### config.mk
export PLATFORM = sky130hd
export DESIGN_NAME = heat_frame_reader
export DESIGN_NICKNAME = d
export VERILOG_FILES = /design/src/rtl/heat_pkg.sv /design/src/rtl/heat_color_map.sv /design/src/rtl/heat_frame_reader.sv
export SDC_FILE = /design/constraint.sdc
export NUM_CORES = 1
export LEC_CHECK = 0
export ABC_AREA = 1
export CAP_MARGIN = 20
export CORE_MARGIN = 1
export CORE_UTILIZATION = 34
export DETAILED_ROUTE_END_ITERATION = 6
export SYNTH_ARGS = -nofsm -noshare
export SYNTH_HDL_FRONTEND = slang
export SYNTH_HIERARCHICAL = 1
export SYNTH_SLANG_ARGS = --single-unit
### constraint.sdc
create_clock -name clk -period 3.4 [get_ports clk]
set_input_delay 0.68 -clock clk [delete_from_list [all_inputs] [get_ports clk]]
set_output_delay 0.68 -clock clk [all_outputs]
set_load 0.02 [all_outputs]
### src/rtl/heat_pkg.sv
// rtl/heat_pkg.sv - shared 5.27 fixed-point constants, FSM state and pixel entry types for the heat frame reader
package heat_pkg;

    localparam int FP_WIDTH     = 32;
    localparam int FP_FRAC_BITS = 27;

    localparam logic signed [FP_WIDTH-1:0] FP_SRC = 32'sh4000_0000;
    localparam logic signed [FP_WIDTH-1:0] FP_SNK = 32'shC000_0000;

    typedef enum logic [1:0] {
        IDLE  = 2'd0,
        SCAN  = 2'd1,
        DRAIN = 2'd2
    } state_t;

    typedef struct packed {
        logic [7:0] data;
        logic [7:0] x;
        logic [7:0] y;
    } pix_t;

endpackage

### src/rtl/heat_color_map.sv
// rtl/heat_color_map.sv - combinational 5.27 node value to RGB332 color; HEAT_SINK_MARK_EN marks source/sink nodes
module heat_color_map
    import heat_pkg::*;
(
    input  logic signed [FP_WIDTH-1:0] i_q,
    output logic        [7:0]          o_rgb
);

    // -8.0 .. +8.0 spans the 0..255 index range: offset by +8.0, keep 8 integer-ish bits
    localparam logic signed [FP_WIDTH:0] W_OFFSET = 33'sd1 <<< (FP_FRAC_BITS + 3);
    localparam int                       W_SHIFT  = FP_FRAC_BITS - 4;

    logic signed [FP_WIDTH:0] w_sum;
    logic signed [FP_WIDTH:0] w_shift;
    logic        [7:0]        w_idx;
    logic        [7:0]        w_rgb;

    assign w_sum   = {i_q[FP_WIDTH-1], i_q} + W_OFFSET;
    assign w_shift = w_sum >>> W_SHIFT;

    always_comb begin
        w_idx = w_shift[7:0];
        if (w_shift[FP_WIDTH]) begin
            w_idx = 8'h00;
        end else if (|w_shift[FP_WIDTH-1:8]) begin
            w_idx = 8'hFF;
        end
    end

    assign w_rgb = {w_idx[7:5], w_idx[4:2], ~w_idx[7:6]};

`ifdef HEAT_SINK_MARK_EN
    always_comb begin
        o_rgb = w_rgb;
        if (i_q == FP_SRC) begin
            o_rgb = 8'hFF;
        end else if (i_q == FP_SNK) begin
            o_rgb = 8'h03;
        end
    end
`else
    assign o_rgb = w_rgb;
`endif

endmodule

### src/rtl/heat_frame_reader.sv
// rtl/heat_frame_reader.sv - scans N_COLS x N_ROWS M10K node values into an RGB332 pixel stream
// Optional HEAT_SINK_MARK_EN (in heat_color_map) forces source/sink node colors.
module heat_frame_reader
    import heat_pkg::*;
#(
    parameter int N_ROWS = 256,
    parameter int N_COLS = 32
) (
    input  logic        clk,
    input  logic        reset_n,
    input  logic        start,
    output logic        busy,
    output logic [7:0]  rd_col,
    output logic [7:0]  rd_addr,
    input  logic [31:0] rd_q,
    output logic        pix_valid,
    input  logic        pix_ready,
    output logic [7:0]  pix_data,
    output logic [7:0]  pix_x,
    output logic [7:0]  pix_y,
    output logic        frame_done
);

    localparam logic [7:0] L_LAST_ROW = 8'(N_ROWS - 1);
    localparam logic [7:0] L_LAST_COL = 8'(N_COLS - 1);

    state_t     r_state;
    state_t     w_next;
    logic [7:0] r_col;
    logic [7:0] r_addr;
    logic       r_inf_v;
    logic [7:0] r_inf_x;
    logic [7:0] r_inf_y;
    logic [1:0] r_cnt;
    pix_t       r_head;
    pix_t       r_tail;
    pix_t       w_new;
    logic [7:0] w_color;
    logic [2:0] w_level;
    logic       w_room;
    logic       w_issue;
    logic       w_pop;
    logic       w_last_addr;
    logic       w_last_pix;

    heat_color_map u_color_map (
        .i_q   (rd_q),
        .o_rgb (w_color)
    );

    assign rd_col      = r_col;
    assign rd_addr     = r_addr;
    assign pix_valid   = (r_cnt != 2'd0);
    assign pix_data    = r_head.data;
    assign pix_x       = r_head.x;
    assign pix_y       = r_head.y;
    assign w_pop       = pix_valid && pix_ready;
    assign w_new       = '{data: w_color, x: r_inf_x, y: r_inf_y};
    assign w_last_addr = (r_col == L_LAST_COL) && (r_addr == L_LAST_ROW);
    assign w_last_pix  = (r_head.x == L_LAST_COL) && (r_head.y == L_LAST_ROW);

    // Issue only if the buffer can still absorb this read one cycle after the in-flight one lands
    assign w_level = {1'b0, r_cnt} + {2'b00, r_inf_v} - {2'b00, w_pop};
    assign w_room  = (w_level <= 3'd1);

    always_ff @(posedge clk or negedge reset_n) begin
        if (!reset_n) begin
            r_state <= IDLE;
        end else begin
            r_state <= w_next;
        end
    end

    always_comb begin
        w_next = r_state;
        case (r_state)
            IDLE:    if (start) w_next = w_last_addr ? DRAIN : SCAN;
            SCAN:    if (w_issue && w_last_addr) w_next = DRAIN;
            DRAIN:   if (frame_done) w_next = IDLE;
            default: w_next = IDLE;
        endcase
    end

    // Address 0 is already presented in IDLE, so the start cycle itself issues the first read
    always_comb begin
        busy       = 1'b0;
        w_issue    = 1'b0;
        frame_done = 1'b0;
        case (r_state)
            IDLE:  w_issue = start;
            SCAN: begin
                busy    = 1'b1;
                w_issue = w_room;
            end
            DRAIN: begin
                busy       = 1'b1;
                frame_done = w_pop && w_last_pix;
            end
            default: ;
        endcase
    end

    always_ff @(posedge clk or negedge reset_n) begin
        if (!reset_n) begin
            r_col   <= 8'd0;
            r_addr  <= 8'd0;
            r_inf_v <= 1'b0;
            r_inf_x <= 8'd0;
            r_inf_y <= 8'd0;
        end else begin
            r_inf_v <= w_issue;
            if (w_issue) begin
                r_inf_x <= r_col;
                r_inf_y <= r_addr;
                if (r_addr == L_LAST_ROW) begin
                    r_addr <= 8'd0;
                    r_col  <= (r_col == L_LAST_COL) ? 8'd0 : r_col + 8'd1;
                end else begin
                    r_addr <= r_addr + 8'd1;
                end
            end
        end
    end

    always_ff @(posedge clk or negedge reset_n) begin
        if (!reset_n) begin
            r_cnt  <= 2'd0;
            r_head <= '0;
            r_tail <= '0;
        end else begin
            case ({r_inf_v, w_pop})
                2'b11: begin
                    if (r_cnt == 2'd2) begin
                        r_head <= r_tail;
                        r_tail <= w_new;
                    end else begin
                        r_head <= w_new;
                    end
                end
                2'b01: begin
                    r_head <= r_tail;
                    r_cnt  <= r_cnt - 2'd1;
                end
                2'b10: begin
                    if (r_cnt == 2'd0) begin
                        r_head <= w_new;
                    end else begin
                        r_tail <= w_new;
                    end
                    r_cnt <= r_cnt + 2'd1;
                end
                default: ;
            endcase
        end
    end

endmodule

==> flow_summary_export.csv, run 1 <==
group,metric,value,unit
run_status,outcome,"finished, violations left",
run_status,violations,"design-rule violations",
worst_setup_path,endpoint_kind,"output port",
cts,cts_made_buffers,9,
grt,grt_overflow,0,
die,die_h,111,µm
place,dpl_worst_slack,206,ps
cells_and_area,post-route-util,43.3,%
worst_setup_path,critPathMaxStageDelay,660,ps
sta,worstMarginPinSlew,813,ps
detailed_routing,dr.pass1.iters,7,
logic_synthesis,ys_seq_area_share,52.3,%
die,die_x,111,µm
worst_setup_path,cp_data_required_time,2720,ps
cts,htreeDepth,3,
place,place_congestion,0.823,
die,dieArea,12400,µm²
detailed_routing,drc,16,
sta,finalWorstSetupSlack,271,ps
logic_synthesis,synthesis.instances,469,
sta,final.period_utilization,92.0,%
sta,final-setup-viol-count,0,
logic_synthesis,synth_flop_cell,"dfrtp_1",
sta,relSlewSlack,45.6,%
grt,grt_max_degree,86,
power_and_ir_drop,p_total,4.67,mW
worst_setup_path,cpMostUsedCell,"clkdlybuf4s50_1",
cts,cts_resized,0,
die,start_util,35.3,%
grt,antenna_found_initial,0,
detailed_routing,vias,3041,
worst_setup_path,critPathMaxFanout,3,
cells_and_area,layout_common_cells,"dfrtp_1 (85), nand2_1 (79), o21ai_0 (64), nor2_1 (63), inv_1 (58)",
logic_synthesis,synthesis.nets,514,
detailed_routing,ant_nets,0,
cells_and_area,diodes,0,
cts,hold_buffers,0,
power_and_ir_drop,max-vdd-ir-drop,0.543,mV
logic_synthesis,async_flop_share,100,%
logic_synthesis,synth-seq-cells,85,
power_and_ir_drop,p_leak,2.35,nW
die,rows,39,
worst_setup_path,crit_arrival,2450,ps
cells_and_area,syn_to_final_growth,22.7,%
cells_and_area,final_common_cell,"dfrtp_1",
sta,min_period,3130,ps
worst_setup_path,cp_top_family,"buffers and inverters",
grt,grtUsageMet1,20.3,%
sta,finalHoldViolations,0,
grt,grt_pass1_vias,2974,
cells_and_area,final_area,4990,µm²
worst_setup_path,path_buf_inv,3,
worst_setup_path,cp_cell_sequence,"clkdlybuf4s50_1 -> inv_1 -> nor2_1 -> nand3_1 -> nor3_1 -> clkdlybuf4s50_1",
cells_and_area,fill_cells,1103,
detailed_routing,wl_per_cell,12.3,µm
flow_run,drv_cap,0,
die,core,11500,µm²
grt,track_usage,14.2,%
cts,cts_setup_buffers,0,
power_and_ir_drop,powerDensity,937,nW/µm²
cells_and_area,nNetsFinal,565,
grt,grtUsageMet2,21.5,%
cts,root_buffer,"clkbuf_16",
sta,rsz0062_at_grt,"no",
cts,clk_pin_slew_worst_paths,60,ps
grt,use_met3,2.67,%
cts,cts_tree,"done",
cells_and_area,instances_no_fill,667,
logic_synthesis,synth_area_per_cell,8.67,µm²
logic_synthesis,netlist_area,4070,µm²
sta,maxSlewViolCount,0,
sta,max_freq,320,MHz
cts,clockBufferDepth,2,
logic_synthesis,synth-edff-count,0,
place,placed_cells,651,
cts,cts_sinks,85,
cells_and_area,drive_gt1_share,8.78,%
place,placed_cell_area,4640,µm²
place,io_buffers,53,
worst_setup_path,path_class,"in2out",
detailed_routing,avgViaCountPerCell,4.56,
sta,skew,5.30,ps
hold_path,hold_class,"in2async",
sta,hold_slack,206,ps
die,io_pins,79,
logic_synthesis,ys_warn_count,6,
worst_setup_path,startpoint_type,"input pin",
worst_setup_path,cpMaxStageDelayCell,"clkdlybuf4s50_1",
place,hpwlAfterDp,5550,µm
cts,worstSkewPairLatency,330,ps
grt,grt.busiest_layer,"met2",
sta,tns,0,ps
logic_synthesis,synth.distinct_cells,35,
detailed_routing,drtIter0Drc,211,
detailed_routing,wirelength,8200,µm
grt,grt_pass1_wl,14300,µm
[power by group]
group          switching [mW]  internal (mW)
Combinational            1.21          0.782
Clock                   0.386          0.659
Sequential              0.254           1.38
Total                    1.85           2.82
[cells by family (layout without fill, tap and decap cells)]
family / after synthesis / count (layout) / synth area share, %
buffers and inverters: 82 / 137 / 9.97
AO/OA/AOI/OAI: 107 / 107 / 14.0
flip-flops: 85 / 85 / 52.3
adder cells (fa/ha/maj): 9 / 9 / 2.95
AND/OR/NAND/NOR: 175 / 175 / 18.3
XOR/XNOR: 11 / 11 / 2.37
[sequential cells by signal, summed over array words and instances, names as in the netlist, 2 cells and up]
register and flops:
pix_data 8, pix_x 8, pix_y 8, r_cnt 2
r_inf_x 8, r_inf_y 8, r_state 2, r_tail 24
rd_addr 8, rd_col 8
[cell type report]
class	count	area (µm²)	area share (%)
Sequential cell	85	2130	42.7
Multi-Input combinational cell	302	1530	30.7
Timing Repair Buffer	59	593	11.9
Clock buffer	11	243	4.87
Inverter	63	239	4.79
Tap cell	143	179	3.59
Clock inverter	4	72.6	1.46
[synth_stat cells, types with 4 or more instances]
cell | count | area [µm²]
xor2_1 | 7 | 61.3
inv_2 | 4 | 15.0
nand2_2 | 5 | 31.3
inv_1 | 58 | 218
buf_6 | 6 | 67.6
dfrtp_1 | 85 | 2130
o21ai_0 | 64 | 320
ha_1 | 8 | 100
nand3_1 | 12 | 60.1
nand2_1 | 79 | 297
o21ai_1 | 5 | 25.0
a21oi_1 | 28 | 140
xnor2_1 | 4 | 35.0
nor2_1 | 63 | 236
buf_4 | 5 | 37.5
[final timing paths]
path	cells past startpoint	to	startpoint	slack (ps)
max reg2reg	16	r_state[1]	r_cnt[1]	890
min in group clk	2	r_tail[15]	r_tail[15]	490
max in group asynchronous	2	pix_x[5]	reset_n	2590
max	6	frame_done	pix_ready	270
min	1	pix_data[5]	reset_n	210
min reg2reg	2	r_tail[15]	r_tail[15]	490
[metal layers]
metal	up-vias	routed length, µm
met1	1384	4230
met4	0	125
met5	-	0
li1	1589	-
met2	58	3530
met3	10	310
Note: power is estimated with default switching activity, not from simulation.
==> run 2: changes to the inputs <==
--- a/config.mk
+++ b/config.mk
@@ -8,7 +8,7 @@
 export ABC_AREA = 1
 export CAP_MARGIN = 20
 export CORE_MARGIN = 1
-export CORE_UTILIZATION = 34
+export CORE_UTILIZATION = 40
 export DETAILED_ROUTE_END_ITERATION = 6
 export SYNTH_ARGS = -nofsm -noshare
 export SYNTH_HDL_FRONTEND = slang
==> run 2 against run 1 <==
Compared with the run above: the flow now finishes without violations; die area fell by 15%; critical path depth did not move; first-iteration DRC count fell by 53%; global-route usage rose by 2.0 points; total power fell by 5.6%; flip-flop and latch count did not move; sequential share of layout area rose by 0.87 points; sequential power barely moved; register-to-register slack got worse by 120 ps; clock skew rose by 5.9 ps.
==> flow_summary_export.csv, run 2 (same netlist as run 1, synthesis figures left out) <==
group,metric,value,unit
place,hpwlAfterDp,5300,µm
die,io_pins,79,
sta,max_freq,314,MHz
detailed_routing,drc,0,
worst_setup_path,r2r_setup_slack,770,ps
cells_and_area,top_register,"r_tail",
sta,final.period_utilization,93.6,%
cts,root_buffer,"clkbuf_8",
detailed_routing,ant_nets,0,
die,dieArea,10600,µm²
die,die_h,103,µm
die,start_util,41.4,%
detailed_routing,avgViaCountPerCell,4.74,
worst_setup_path,endpoint_kind,"output port",
worst_setup_path,path_class,"in2out",
cells_and_area,diodes,0,
die,core,9820,µm²
cts,cts_tree,"done",
sta,tns,0,ps
detailed_routing,vias,3116,
cts,cts_resized,0,
cts,hold_buffers,0,
cts,clockBufferDepth,2,
cts,worstSkewPairLatency,350,ps
place,io_buffers,53,
cells_and_area,largest_reg_flops,24,
detailed_routing,wirelength,7970,µm
hold_path,hold_class,"in2async",
cells_and_area,nNetsFinal,565,
sta,relSlewSlack,55.8,%
worst_setup_path,reg2reg_to,"r_state[0]",
cts,cts_made_buffers,9,
sta,maxSlewViolCount,0,
grt,grt_overflow,0,
sta,finalHoldViolations,0,
cts,cts_sinks,85,
sta,skew,11.2,ps
detailed_routing,wl_per_cell,12.1,µm
grt,grt_pass1_vias,2905,
worst_setup_path,r2r_cells,16,
cells_and_area,final_common_cell,"dfrtp_1",
run_status,outcome,"finished, final reports clean",
die,rows,36,
cts,cts_setup_buffers,0,
power_and_ir_drop,max-vdd-ir-drop,0.451,mV
cells_and_area,drive_gt1_share,8.95,%
sta,worstMarginPinSlew,661,ps
power_and_ir_drop,powerDensity,902,nW/µm²
sta,hold_slack,265,ps
cells_and_area,syn_to_final_growth,20.2,%
place,place_congestion,0.830,
worst_setup_path,crit_arrival,2500,ps
cts,htreeDepth,3,
worst_setup_path,cp_data_required_time,2720,ps
power_and_ir_drop,p_leak,2.30,nW
sta,min_period,3180,ps
cells_and_area,multi_input_area,1530,µm²
power_and_ir_drop,p_total,4.41,mW
detailed_routing,dr.pass1.iters,4,
die,die_x,103,µm
cells_and_area,fill_cells,989,
detailed_routing,drtIter0Drc,99,
worst_setup_path,critPathMaxFanout,3,
cts,clk_pin_slew_worst_paths,90,ps
sta,rsz0062_at_grt,"no",
worst_setup_path,startpoint_type,"input pin",
sta,final-setup-viol-count,0,
grt,grt_max_degree,86,
worst_setup_path,r2r-start,"r_cnt[1]",
cells_and_area,layout_common_cells,"dfrtp_1 (85), nand2_1 (79), o21ai_0 (64), nor2_1 (63), inv_1 (58)",
flow_run,drv_cap,0,
grt,track_usage,16.2,%
grt,grt_pass1_wl,13300,µm
cells_and_area,seq_area,2130,µm²
grt,antenna_found_initial,0,
-- run 2: changes by cell type in the layout (fill, tap and decap cells not counted) --
cell | before | now
clkbuf_16 | 9 | 0
clkbuf_8 | 1 | 9
clkinvlp_4 | 1 | 3
buf_12 | 0 | 1
buf_4 | 6 | 5
-- run 2: worst max-delay path, cell delays in order --
cell and delay, ps:
clkdlybuf4s50_1 490, inv_1 90, nor2_1 140, nand3_1 180, nor3_1 260, clkdlybuf4s50_1 660
-- run 2: metal layers --
layer	vias up	part of all wire [%]	wire length (µm)	track usage, %
met1	1448	51	4060	23.1
met5	-	0	0	0
met4	0	1.4	109	7.26
met3	12	4.0	321	2.71
li1	1592	-	-	-
met2	64	44	3480	24.5
-- run 2: cell type report --
| cell class | instances | area share (%) |
|---|---|---|
| Sequential cell | 85 | 43.5 |
| Multi-Input combinational cell | 302 | 31.4 |
| Timing Repair Buffer | 59 | 12.4 |
| Inverter | 63 | 4.89 |
| Tap cell | 133 | 3.41 |
| Clock buffer | 10 | 2.61 |
| Clock inverter | 6 | 1.79 |
-- run 2: per-stage QoR --
stage	setup slack (ps)	std cells	cell area, µm²	util (%)
final	218	658	4890	49.8
after global routing	115	658	4890	49.8
after CTS	217	657	4860	49.5
after detailed placement	221	641	4640	47.3
after global placement	263	641	4640	47.3
after floorplan	1080	469	4070	-
-- run 2: how the worst max path moves through the flow --
stage	startpoint	to	slack [ps]	depth (start not counted)
final	pix_ready	frame_done	220	6
after global placement	pix_ready	frame_done	260	6
after global routing	pix_ready	frame_done	110	6
after CTS	pix_ready	frame_done	220	6
after floorplan	pix_ready	r_state[1]	1080	15
after detailed placement	pix_ready	r_state[0]	220	16
-- run 2: power breakdown --
group	total [mW]	leakage [nW]	internal (mW)	switching, mW
clock	0.774	0.0985	0.413	0.362
combinational	2.00	1.15	0.803	1.20
sequential	1.63	1.06	1.38	0.251
total	4.41	2.30	2.60	1.81
